**src/rtl/idli_sqi_resp_m.sv**
```systemverilog
// SQI responder: decodes a 2-nibble command and 4-nibble address, then streams
// 16-bit words to or from a synchronous memory, LS nibble first.
module idli_sqi_resp_m (
  input  logic        i_resp_sck,
  input  logic        i_ctrl_rst_n,
  input  logic        i_resp_cs_n,
  input  logic [3:0]  i_resp_sio,
  output logic [3:0]  o_resp_sio,
  output logic        o_resp_sio_oe,
  output logic [15:0] o_resp_mem_addr,
  output logic        o_resp_mem_rd_en,
  input  logic [15:0] i_resp_mem_rdata,
  output logic        o_resp_mem_wr_en,
  output logic [15:0] o_resp_mem_wdata
);

  typedef enum logic [2:0] {
    CMD    = 3'd0,
    ADDR   = 3'd1,
    DUMMY  = 3'd2,
    RDATA  = 3'd3,
    WDATA  = 3'd4,
    IGNORE = 3'd5
  } state_t;

  state_t      state_q;
  logic [1:0]  cnt_q;
  logic        is_rd_q;
  logic [3:0]  cmd_hi_q;
  logic [15:0] addr_q;
  logic [11:0] wcap_q;
  logic [15:0] rshift_q;
  logic [3:0]  sio_q;
  logic        oe_q;

  // Strobes are combinational so the memory sees them on the same edge that
  // the responder consumes the corresponding nibble.
  assign o_resp_mem_rd_en = ~i_resp_cs_n &
                            (((state_q == DUMMY) && (cnt_q == 2'd0)) ||
                             ((state_q == RDATA) && (cnt_q == 2'd2)));
  assign o_resp_mem_wr_en = ~i_resp_cs_n & (state_q == WDATA) & (cnt_q == 2'd3);
  assign o_resp_mem_wdata = {i_resp_sio, wcap_q};
  assign o_resp_mem_addr  = addr_q;
  assign o_resp_sio       = sio_q;
  assign o_resp_sio_oe    = oe_q & ~i_resp_cs_n;

  always_ff @(posedge i_resp_sck or negedge i_ctrl_rst_n) begin
    if (!i_ctrl_rst_n) begin
      state_q  <= CMD;
      cnt_q    <= '0;
      is_rd_q  <= 1'b0;
      cmd_hi_q <= '0;
      addr_q   <= '0;
      wcap_q   <= '0;
      rshift_q <= '0;
    end else if (i_resp_cs_n) begin
      state_q <= CMD;
      cnt_q   <= '0;
    end else begin
      cnt_q <= cnt_q + 2'd1;
      case (state_q)
        CMD: begin
          cmd_hi_q <= i_resp_sio;
          if (cnt_q == 2'd1) begin
            cnt_q <= '0;
            case ({cmd_hi_q, i_resp_sio})
              8'h02: begin
                state_q <= ADDR;
                is_rd_q <= 1'b0;
              end
              8'h03: begin
                state_q <= ADDR;
                is_rd_q <= 1'b1;
              end
              default: state_q <= IGNORE;
            endcase
          end
        end
        ADDR: begin
          addr_q <= {addr_q[11:0], i_resp_sio};
          if (cnt_q == 2'd3) state_q <= is_rd_q ? DUMMY : WDATA;
        end
        DUMMY: begin
          if (cnt_q == 2'd1) begin
            rshift_q <= i_resp_mem_rdata;
            addr_q   <= addr_q + 16'd1;
            state_q  <= RDATA;
            cnt_q    <= '0;
          end
        end
        RDATA: begin
          // Reload on the 4th nibble so the next word follows with no gap.
          if (cnt_q == 2'd3) begin
            rshift_q <= i_resp_mem_rdata;
            addr_q   <= addr_q + 16'd1;
          end else begin
            rshift_q <= {4'h0, rshift_q[15:4]};
          end
        end
        WDATA: begin
          wcap_q <= {i_resp_sio, wcap_q[11:4]};
          if (cnt_q == 2'd3) addr_q <= addr_q + 16'd1;
        end
        IGNORE: ;
        default: state_q <= CMD;
      endcase
    end
  end

  always_ff @(negedge i_resp_sck or negedge i_ctrl_rst_n) begin
    if (!i_ctrl_rst_n) begin
      sio_q <= '0;
      oe_q  <= 1'b0;
    end else if (state_q == RDATA) begin
      sio_q <= rshift_q[3:0];
      oe_q  <= 1'b1;
    end else begin
      oe_q  <= 1'b0;
    end
  end

endmodule

```
**config.mk**
```make
export PLATFORM = sky130hd
export DESIGN_NAME = idli_sqi_resp_m
export DESIGN_NICKNAME = d
export VERILOG_FILES = /design/src/rtl/idli_sqi_resp_m.sv
export SDC_FILE = /design/constraint.sdc
export NUM_CORES = 1
export LEC_CHECK = 0
export CAP_MARGIN = 10
export CORE_MARGIN = 1
export CORE_UTILIZATION = 30
export DETAILED_ROUTE_END_ITERATION = 12
export GPL_TIMING_DRIVEN = 0
export HOLD_SLACK_MARGIN = 0.1
export PLACE_DENSITY = 0.49
export SLEW_MARGIN = 20
export SYNTH_ARGS = -nofsm -noshare
export SYNTH_HDL_FRONTEND = slang
export SYNTH_SLANG_ARGS = --single-unit
```
**constraint.sdc**
```tcl
create_clock -name i_resp_sck -period 1.9 [get_ports i_resp_sck]
set_clock_uncertainty 0.05 [all_clocks]
set_input_delay 0.38 -clock i_resp_sck [delete_from_list [all_inputs] [get_ports i_resp_sck]]
set_output_delay 0.38 -clock i_resp_sck [all_outputs]
set_load 0.02 [all_outputs]
```
==> summary.md, run 1 <==
| Metric | Value |
|---|---|
| Cell row count | `36` |
| Post-synthesis mux area share | `0.122` |
| XOR/XNOR Fraction of Synth Area | `0.00284` |
| Starting density of the core | `0.312` |
| Post-synthesis adder-cell area fraction | `0.00406` |
| Failing checks | `setup timing` |
| Max-slew headroom | `0.732` |
| Slew Viols, Final | `0` |
| Worst-Margin Slew | `~0.40 ns` |
| Post-synthesis compound-gate area fraction | `0.179` |
| Crit path largest cell delay | `~0.38 ns` |
| Worst Path Arrival | `1.90 ns` |
| Routed WL | `a little over 8000 um` |
| Port buffer count | `60` |
| CTS tree | `done` |
| Antenna-violating nets left | `0` |
| Critical Path RT | `around 1.5 ns` |
| Iter 0 DRT Violations | `100` |
| TNS Setup | `-3.37 ns` |
| Grt total ovfl | `0` |
| Critical path launch point type | `register` |
| CORE AREA | `between 9000 and 10000 um2` |
| Maximum number of pins on one net before global-route repair | `32` |
| Slowest CP cell | `dfrtn_1` |
| Post-Synthesis Cells | `280` |
| Power Density | `1140 nW/um2` |
| Vias | `around 2600` |
| DP Worst Slack | `-0.775 ns` |
| CP Class | `register to output pin` |
| Synth async-reset ratio | `1.00` |
| Worst Setup Slack, final | `-0.426 ns` |
| Avg Inst Size Synth | `around 11 um2` |
| Worst Path Max Fanout | `1` |
| Max Cap Violations | `0` |
| Mapped cell area | `roughly 3100 um2` |
| CP endpoint kind | `output pin` |
| GR Util All Layers | `0.168` |
| Simple-gate share of the synthesized area | `0.153` |
| Vias per cell | `5.07` |
| Die Span Y | `between 100 and 150 um` |
| Status | `complete, but fails checks` |
| I/O pin cnt | `62` |
| CTS sink count | `59` |
| Die W | `between 100 and 150 um` |
| Main synth FF type | `dfrtp_1` |
| LEAKAGE | `between 0.0015 and 0.002 uW` |
| Sequential area share after synthesis | `0.479` |
| Number of flops mapped to enable cells by yosys | `0` |
| Max clock buf depth | `2` |
| DR pass1 iterations | `5` |
| Placer's final routability congestion estimate | `around 0.76` |
| WL per Instance | `between 15 and 20 um` |
| Largest family of logic cells by synthesized area | `compound AO/OA/AOI/OAI gates` |
| Root Buffer | `clkbuf_8` |
| Mapped Nets | `304` |
| Initial antenna violation count | `0` |
| Nets@finish | `~390` |
| Area delta synth->final | `41.9%` |
| WHS | `roughly 0.39 ns` |
| Clk pin slew, worst setup/hold paths | `around 0.060 ns` |
| Vias in the first global route | `~2600` |
| Worst skew pair latency | `0.34 ns` |
| H-tree Lvls | `3` |
| Antenna Cells | `0` |
| Distinct cells, synth | `51` |
| Layout cell share with drive strength beyond 1 | `0.278` |
| Min-Delay Path Class | `input pin to register` |
| Die area | `10700 um2` |
| Yosys reg bits | `slightly below 60` |
| DPL Wire Length | `between 5000 and 6000 um` |
| Synthesis Warnings | `0` |
| Final hold vios | `0` |
| CP cell instances | `nor2b_4, buf_6` |
| CTS buffer count | `9` |
| RSZ-0062 raised after global routing | `true` |
| DRC errors left | `0` |
| Maximum VDD drop | `0.606 mV` |
| Setup violators final | `20` |
| First-pass GRT wire length | `approximately 13000 um` |
[through the flow]
| stage | power [uW] | cells | utilization | instance area (um2) |
|---|---|---|---|---|
| 2_1_floorplan | 2940 | 280 | - | 3130 |
| 3_3_place_gp | 3800 | 473 | 0.395 | 3890 |
| 3_5_place_dp | 3810 | 474 | 0.397 | 3910 |
| 4_1_cts | 5010 | 502 | 0.433 | 4270 |
| 5_1_grt | 5280 | 507 | 0.443 | 4370 |
| 6_report | 4970 | 507 | 0.443 | 4370 |
[synth_stat cells (2+ instances only)]
cell / n / share of area
dfrtp_1: 54 / 0.44
mux2_2: 21 / 0.077
buf_4: 9 / 0.022
a22o_1: 5 / 0.014
nand4_1: 7 / 0.014
dfrtn_1: 5 / 0.041
nor2b_1: 4 / 0.0081
buf_2: 8 / 0.013
a31oi_1: 6 / 0.012
nand2_1: 19 / 0.023
nand2b_1: 2 / 0.0041
o21ai_0: 19 / 0.031
o22ai_1: 4 / 0.0081
nor2_1: 4 / 0.0049
nor3_1: 7 / 0.011
nand3_1: 10 / 0.016
a2bb2oi_1: 8 / 0.023
clkbuf_1: 6 / 0.0073
and3_1: 7 / 0.014
and4_1: 3 / 0.0085
o211ai_2: 2 / 0.0081
o22a_1: 6 / 0.017
o211ai_1: 4 / 0.0098
and2_1: 4 / 0.0081
a22oi_1: 10 / 0.024
buf_6: 2 / 0.0073
inv_1: 7 / 0.0085
mux2i_1: 14 / 0.046
[cells in the final DEF (no fill, tap or decap), drive strengths merged, types with 5 or more instances in the layout]
cell and instances:
clkbuf 13, a2bb2oi 8, nand2 20, o21ai 19, buf 49, a22o 5
and3 7, dlymetal6s2s 6, dlygate4sd2 5, dfrtn 5, a31oi 6, o211ai 6
a22oi 11, clkdlybuf4s50 38, nor2 5, o22a 6, nor3 7, mux2 21
nand4 7, nand3 10, mux2i 14, inv 7, dfrtp 54
[power breakdown]
| group | leakage (uW) | switching, uW | internal (uW) | total [uW] |
|---|---|---|---|---|
| Combinational | 0.00116 | 922 | 953 | 1870 |
| Clock | 0.0000991 | 528 | 635 | 1160 |
| Sequential | 0.000738 | 364 | 1570 | 1930 |
| Total | 0.00200 | 1810 | 3160 | 4970 |
[path summary, 6_finish.rpt]
check / from / to / slack (ns) / cells after the start
max: oe_q / o_resp_sio_oe / -0.43 / 2
min reg2reg: rshift_q[0] / rshift_q[0] / 0.43 / 2
max in group asynchronous: i_ctrl_rst_n / o_resp_sio[0] / 0.23 / 3
min: i_resp_cs_n / cnt_q[1] / 0.39 / 2
max reg2reg: state_q[2] / o_resp_sio[0] / -0.30 / 4
min in group asynchronous: i_ctrl_rst_n / o_resp_mem_addr[6] / 0.50 / 3
[cell type report]
type                    instances  area (um2)
flip-flops and latches         59        1480
clock buffers                  11         141
multi-input cells             188        1490
fillers                       942        5490
plain buffers                  22         189
well taps                     133         166
clock inverters                 5        52.6
inverters                       7        26.3
repair buffers                 82         823
[sequential cells by signal, summed over array words and instances (netlist names)]
| name | count |
|---|---|
| o_resp_mem_addr | 16 |
| rshift_q | 16 |
| wcap_q | 12 |
| cmd_hi_q | 4 |
| o_resp_sio | 4 |
| state_q | 3 |
| cnt_q | 2 |
| is_rd_q | 1 |
| oe_q | 1 |
[metal layers]
layer / track usage / part of all wire / vias to the layer above
li1: - / - / 1236
met1: 0.236 / 0.48 / 1262
met2: 0.256 / 0.46 / 68
met3: 0.0309 / 0.045 / 7
met4: 0.0650 / 0.0095 / 0
met5: 0 / 0 / -
[critical path, delay by kind of cell, from the launching register on]
family                 cells  cell delay (ns)
DFF                        1             0.38
buffers and inverters      1             0.12
and+or+nand+nor            1             0.13
[cell families (layout without fill, tap and decap cells)]
kind of cell    after synthesis  after routing
xor+xnor                      1              1
simple gates                 77             77
buf+inv                      33            127
fa+ha+maj                     1              1
compound gates               74             74
mux                          35             35
flops                        59             59
[timing repair]
item,CTS,global route
gates resized for setup,64,25
pin swaps,2,2
hold endpoints to repair,28,0
setup buffers,11,10
setup endpoints to repair,42,47
hold buffers,2,0
Note: power is estimated with default switching activity, not from simulation.
==> run 2: changes to the inputs <==
==> constraint.sdc (replaced) <==
create_clock -name i_resp_sck -period 1.9 [get_ports i_resp_sck]
set_clock_uncertainty 0.05 [all_clocks]
set_input_delay 0.475 -clock i_resp_sck [delete_from_list [all_inputs] [get_ports i_resp_sck]]
set_output_delay 0.475 -clock i_resp_sck [all_outputs]
set_load 0.02 [all_outputs]
==> summary.md, run 2 (synthesized netlist as in run 1, its figures left out) <==
| Metric | Value |
|---|---|
| Status | `complete, but fails checks` |
| Failing checks | `setup timing` |
| Die Span Y | `103 um (unchanged)` |
| TNS Setup | `-3.89 ns (-0.511 ns)` |
| CTS tree | `done` |
| Worst-Margin Slew | `0.406 ns (+0.00400 ns)` |
| LEAKAGE | `0.00207 uW (+3.6%)` |
| Power Density | `1110 nW/um2 (-2.0%)` |
| CP cell instances | `nor2b_4, buf_6` |
| First-pass GRT wire length | `13000 um (-3.4%)` |
| Crit path largest cell delay | `0.38 ns (about the same)` |
| DP Area | `3940 um2 (+0.61%)` |
| Worst path depth | `2 (unchanged)` |
| CP endpoint kind | `output pin` |
| Starting density of the core | `0.312 (unchanged)` |
| Most frequent cells in the layout | `53 x dfrtp_1, 34 x buf_4, 25 x clkdlybuf4s50_1` |
| DRC errors left | `0 (unchanged)` |
| DPL Wire Length | `5430 um (-0.43%)` |
| Max-slew headroom | `0.729 (-0.00267)` |
| Worst Path Arrival | `1.92 ns (+0.02 ns)` |
| Antenna Cells | `0 (unchanged)` |
| Port buffer count | `60 (unchanged)` |
| Switching portion of total power | `0.358 (-0.00679)` |
| Pint | `3170 uW (+0.47%)` |
| Area delta synth->final | `44.0%` |
| Layout cell share with drive strength beyond 1 | `0.302 (+0.0238)` |
| Crit path launch | `oe_q` |
| Iter 0 DRT Violations | `91 (-9.0%)` |
| Clk network pwr share | `0.247 (+0.013)` |
| Critical Path RT | `1.37 ns (-0.10 ns)` |
| Vias in the first global route | `2445 (-5.3%)` |
| CORE AREA | `9860 um2 (unchanged)` |
| Initial antenna violation count | `0 (unchanged)` |
| Critical path launch point type | `register` |
| Worst Setup Slack, final | `-0.550 ns (-0.124 ns)` |
| HP Start | `i_resp_cs_n` |
| WL per Instance | `15.5 um (-4.2%)` |
| Maximum number of pins on one net before global-route repair | `33 (+3.1%)` |
| Total power | `4940 uW (-0.59%)` |
| Grt total ovfl | `0 (unchanged)` |
| Leading cell type in the layout, fill and taps excluded | `dfrtp_1` |
| Clk pin slew, worst setup/hold paths | `0.06 ns (about the same)` |
| DR pass1 iterations | `4 (-1)` |
| Die W | `103 um (unchanged)` |
| Setup violators final | `12 (-40%)` |
| Worst skew pair latency | `0.33 ns (about the same)` |
| Routed WL | `7970 um (-2.9%)` |
| Switching Power | `1770 uW (-2.4%)` |
| Maximum VDD drop | `0.532 mV (-12%)` |
| Top cell family by delay on the critical path | `flip-flops` |
| RSZ-0062 raised after global routing | `true` |
| I/O pin cnt | `62 (unchanged)` |
| Final hold vios | `0 (unchanged)` |
| Antenna-violating nets left | `0 (unchanged)` |
| Worst Path Buf+Inv | `1 (unchanged)` |
| Slowest CP cell | `dfrtn_1` |
| Worst Path Max Fanout | `1 (unchanged)` |
| Vias | `2600 (+1.0%)` |
| Root Buffer | `clkbuf_8` |
| Nets@finish | `400 (+1.8%)` |
| Slew Viols, Final | `0 (unchanged)` |
| Reg2Reg Depth | `4 (unchanged)` |
| CTS buffer count | `9 (unchanged)` |
| Cell row count | `36 (unchanged)` |
| Die area | `10700 um2 (unchanged)` |
| Placer's final routability congestion estimate | `0.824 (+8.8%)` |
| R2R Path Start | `state_q[2]` |
| CP Class | `register to output pin` |
| DP Worst Slack | `-0.805 ns (-0.0292 ns)` |
| Min-Delay Path Class | `input pin to register` |
| Comb power frac | `0.366 (-0.011)` |
| Fin util | `0.450 (+0.00660)` |
| Fillers | `991 (+5.2%)` |
| Hold path depth | `2 (unchanged)` |
| Max clock buf depth | `2 (unchanged)` |
| Max Cap Violations | `0 (unchanged)` |
| H-tree Lvls | `3 (unchanged)` |
| GR Util All Layers | `0.161 (-0.00649)` |
| Post-route cell area | `4440 um2 (+1.5%)` |
| CTS sink count | `59 (unchanged)` |
| Vias per cell | `5.06 (-0.33%)` |
| Seq pwr share | `0.387 (-0.002)` |
[run 2: stage by stage]
step	std cells	hold slack, ns
floorplan	280	0.129
global placement	473	0.405
detailed placement	474	0.378
CTS	504	0.279
global route	514	0.287
finish	514	0.300
[run 2: timing repair]
| item | CTS | global route |
|---|---|---|
| setup endpoints to repair | 46 | 42 |
| hold endpoints to repair | 27 | 0 |
| resized for setup | 80 | 19 |
| pin swaps | 3 | 5 |
| buffers inserted | 13 | 13 |
| hold buffers | 2 | 0 |
[run 2: cell type report]
type / count / area (um2) / area share
inverter: 7 / 26.3 / 0.00592
tap: 133 / 166 / 0.0375
clock buffer: 12 / 165 / 0.0372
sequential: 59 / 1480 / 0.333
clock inverter: 4 / 47.5 / 0.0107
timing repair buffer: 89 / 850 / 0.192
multi-input combinational: 188 / 1500 / 0.337
buffer: 22 / 206 / 0.0465
[run 2: power by group through the flow]
stage / clock (uW) / sequential (uW) / combinational, uW
global placement: 0 / 1940 / 1850
global route: 1320 / 1980 / 1950
CTS: 1260 / 1920 / 1810
finish: 1220 / 1910 / 1810
floorplan: 0 / 2190 / 751
detailed placement: 0 / 1940 / 1860
[run 2: final timing paths]
check	slack, ns	end
max in group asynchronous	0.12	o_resp_sio[3]
worst max register to register	-0.32	o_resp_sio[2]
worst max-delay path	-0.55	o_resp_sio_oe
worst min-delay path	0.30	cnt_q[1]
min in group asynchronous	0.60	o_resp_mem_addr[7]
worst min register to register	0.43	rshift_q[0]
[run 2: routing by layer]
metal | vias up | wire length (um) | GRT usage
met5 | - | 0 | 0
met4 | 0 | 101 | 0.0488
met3 | 5 | 324 | 0.0397
met2 | 75 | 3630 | 0.237
met1 | 1270 | 3920 | 0.233
li1 | 1250 | - | -
==> run 3: changes to the inputs <==
ABC_AREA = 1   (was default)
clock period = 2.4 ns   (was 1.9 ns; I/O delays follow)
==> summary.md, run 3 <==
| Metric | Value |
|---|---|
| Status | `complete, but fails checks` |
| Failing checks | `setup timing` |
| Inst Count DP | `630 (+33%)` |
| CP endpoint kind | `output pin` |
| Switching portion of total power | `0.383 (+0.0251)` |
| CP Class | `register to output pin` |
| Iter 0 DRT Violations | `121 (+33%)` |
| Mapped Nets | `459 (+51%)` |
| Initial antenna violation count | `0 (unchanged)` |
| Cell row count | `36 (unchanged)` |
| CTS buffer count | `9 (unchanged)` |
| Clk network pwr share | `0.239 (-0.008)` |
| Die Span Y | `104 um (+0.54%)` |
| Placer's final routability congestion estimate | `0.806 (-2.2%)` |
| Layout cell share with drive strength beyond 1 | `0.110 (-0.191)` |
| Slew Viols, Final | `0 (unchanged)` |
| Leading cell type in the layout, fill and taps excluded | `nand2_1` |
| Post-route cell area | `4200 um2 (-5.4%)` |
| I/O pin cnt | `62 (unchanged)` |
| Worst Path Max Fanout | `1 (unchanged)` |
| Switching Power | `1680 uW (-5.2%)` |
| Area delta synth->final | `34.8%` |
| Vias in the first global route | `2820 (+15%)` |
| Vias per cell | `4.51 (-11%)` |
| Antenna Cells | `0 (unchanged)` |
| CTS tree | `done` |
| DPL Wire Length | `5530 um (+1.8%)` |
| Max clock buf depth | `2 (unchanged)` |
| Final hold vios | `0 (unchanged)` |
| Grt total ovfl | `0 (unchanged)` |
| Crit path largest cell delay | `0.40 ns (+0.02 ns)` |
| Critical Path RT | `1.75 ns (+0.38 ns)` |
| GR Util All Layers | `0.156 (-0.00494)` |
| Power Density | `1040 nW/um2 (-6.4%)` |
| Critical path launch point type | `register` |
| Main synth FF type | `dfrtp_1` |
| Vias | `2924 (+12%)` |
| Worst Path Arrival | `2.15 ns (+0.23 ns)` |
| H-tree Lvls | `3 (unchanged)` |
| Worst-Margin Slew | `0.381 ns (-0.0258 ns)` |
| LEAKAGE | `0.00203 uW (-2.1%)` |
| CTS sink count | `59 (unchanged)` |
| Top cell family by delay on the critical path | `flip-flops` |
| Yosys reg bits | `59 (unchanged)` |
| WL per Instance | `12.0 um (-22%)` |
| Fillers | `1037 (+4.6%)` |
| Final Instance Count excl. Fillers | `649 (+26%)` |
| First-pass GRT wire length | `13600 um (+4.7%)` |
| Synth top cells by count | `155 x nand2_1, 54 x dfrtp_1, 46 x inv_1` |
| Pint | `2700 uW (-15%)` |
| Distinct cells, synth | `26 (-49%)` |
| DR pass1 iterations | `4 (unchanged)` |
| RSZ-0062 raised after global routing | `true` |
| Mapped cell area | `3110 um2 (+1.1%)` |
| Most frequent cells in the layout | `155 x nand2_1, 54 x dfrtp_1, 48 x clkdlybuf4s50_1` |
| Setup violators final | `8 (-4)` |
| Min-Delay Path Class | `register to register` |
| Seq pwr share | `0.369 (-0.018)` |
| Sequential area share after synthesis | `0.474 (-0.00520)` |
| Maximum VDD drop | `0.440 mV (-17%)` |
| Worst Setup Slack, final | `-0.398 ns (+0.152 ns)` |
| Post-synth top area cell | `dfrtp_1` |
| Max Cap Violations | `0 (unchanged)` |
| Antenna-violating nets left | `0 (unchanged)` |
| Clk pin slew, worst setup/hold paths | `0.05 ns (about the same)` |
| Top-count cell post-synth | `nand2_1` |
| Yosys top cell area share | `0.434 (-0.00476)` |
| CORE AREA | `9910 um2 (+0.46%)` |
| Slowest CP cell | `dfrtn_1` |
| Nets@finish | `535 (+34%)` |
| Comb power frac | `0.391 (+0.025)` |
| Routed WL | `7810 um (-2.1%)` |
| DRC errors left | `0 (unchanged)` |
| Number of flops mapped to enable cells by yosys | `0 (unchanged)` |
| Die area | `10800 um2 (+1.1%)` |
| CP cell instances | `inv_2, nor2_4, buf_6` |
| Worst skew pair latency | `0.34 ns (about the same)` |
| Post-Synthesis Cells | `435 (+55%)` |
| Max-slew headroom | `0.746 (+0.0172)` |
| Die W | `104 um (+0.54%)` |
| Port buffer count | `61 (+1.7%)` |
| Area contributors post-synth | `dfrtp_1 43%, nand2_1 19%, o21ai_0 7.1%` |
| Avg Inst Size Synth | `7.16 um2 (-35%)` |
| Synthesis Warnings | `0 (unchanged)` |
| Maximum number of pins on one net before global-route repair | `40 (+21%)` |
| Worst Path Buf+Inv | `2 (+1)` |
| Synth async-reset ratio | `1.00 (unchanged)` |
| Starting density of the core | `0.314 (+0.00199)` |
| DP Area | `3920 um2 (-0.54%)` |
| TNS Setup | `-1.75 ns (+2.13 ns)` |
| Root Buffer | `clkbuf_8` |
-- run 3: changes by cell type in the layout (fill, tap and decap cells not counted), moves of 22 or more --
| cell | change |
|---|---|
| buf_4 | -22 |
| clkdlybuf4s50_1 | +23 |
| inv_1 | +38 |
| nand2_1 | +138 |
| nor2_1 | +41 |
| o21ai_0 | +25 |
-- run 3: kinds of logic (layout without fill, tap and decap cells) --
family | Yosys count | after routing | share of synthesized area
flops | 59 | 59 | 0.474
compound gates | 67 | 67 | 0.115
fa+ha+maj | 1 | 1 | 0.00402
simple gates | 241 | 241 | 0.312
buf+inv | 66 | 147 | 0.0924
xor+xnor | 1 | 1 | 0.00281
-- run 3: final timing paths --
check | start | endpoint | slack, ns | cells past startpoint
max | oe_q | o_resp_sio_oe | -0.40 | 3
min | o_resp_sio[2] | o_resp_sio[2] | 0.41 | 2
max reg2reg | state_q[2] | o_resp_sio[3] | -0.01 | 4
min reg2reg | o_resp_sio[2] | o_resp_sio[2] | 0.41 | 2
max in group asynchronous | i_ctrl_rst_n | oe_q | 0.29 | 2
min in group asynchronous | i_ctrl_rst_n | rshift_q[14] | 0.64 | 2
-- run 3: layout make-up --
type                            instances  area [um2]  share of cell area
Multi-Input combinational cell        310        1380               0.329
Inverter                               48         180              0.0429
Timing Repair Buffer                   66         661               0.157
Sequential cell                        59        1480               0.352
Tap cell                              133         166              0.0397
Clock buffer                           12         155              0.0370
Clock inverter                          4        72.6              0.0173
Buffer                                 17         104              0.0247
-- run 3: metal layers --
metal | share of wire | up-vias | GRT usage
met5 | 0 | - | 0
met4 | 0.018 | 0 | 0.0500
met3 | 0.035 | 14 | 0.0363
met2 | 0.46 | 55 | 0.255
met1 | 0.48 | 1334 | 0.205
li1 | - | 1521 | -
-- run 3: timing repair --
item,in CTS,in global routing
hold buffers,1,0
buffers inserted,0,3
hold endpoints to repair,5,0
setup endpoints to repair,15,11
gates resized for setup,47,0
-- run 3: power by group through the flow --
stage	Clock [uW]	Combinational, uW	Sequential (uW)
2_1_floorplan	0	784	1820
3_3_place_gp	0	1680	1620
3_5_place_dp	0	1710	1620
4_1_cts	1080	1730	1610
5_1_grt	1120	1930	1670
6_report	1050	1710	1620
-- run 3: through the flow --
step	power, uW	utilization	hold WS, ns	setup slack (ns)
after floorplan	2600	-	0.254	0.000189
after global placement	3310	0.393	0.390	-2.49
after detailed placement	3330	0.395	0.390	-0.977
after CTS	4420	0.422	0.417	-0.415
after global routing	4720	0.423	0.464	-0.454
final	4380	0.423	0.413	-0.398
-- run 3: worst register-to-register path, stage by stage, from the launching register on --
cell and delay, ns:
dfrtp_1 0.50, inv_2 0.17, nand3_4 0.15, nand2_1 0.09, o21ai_0 0.08
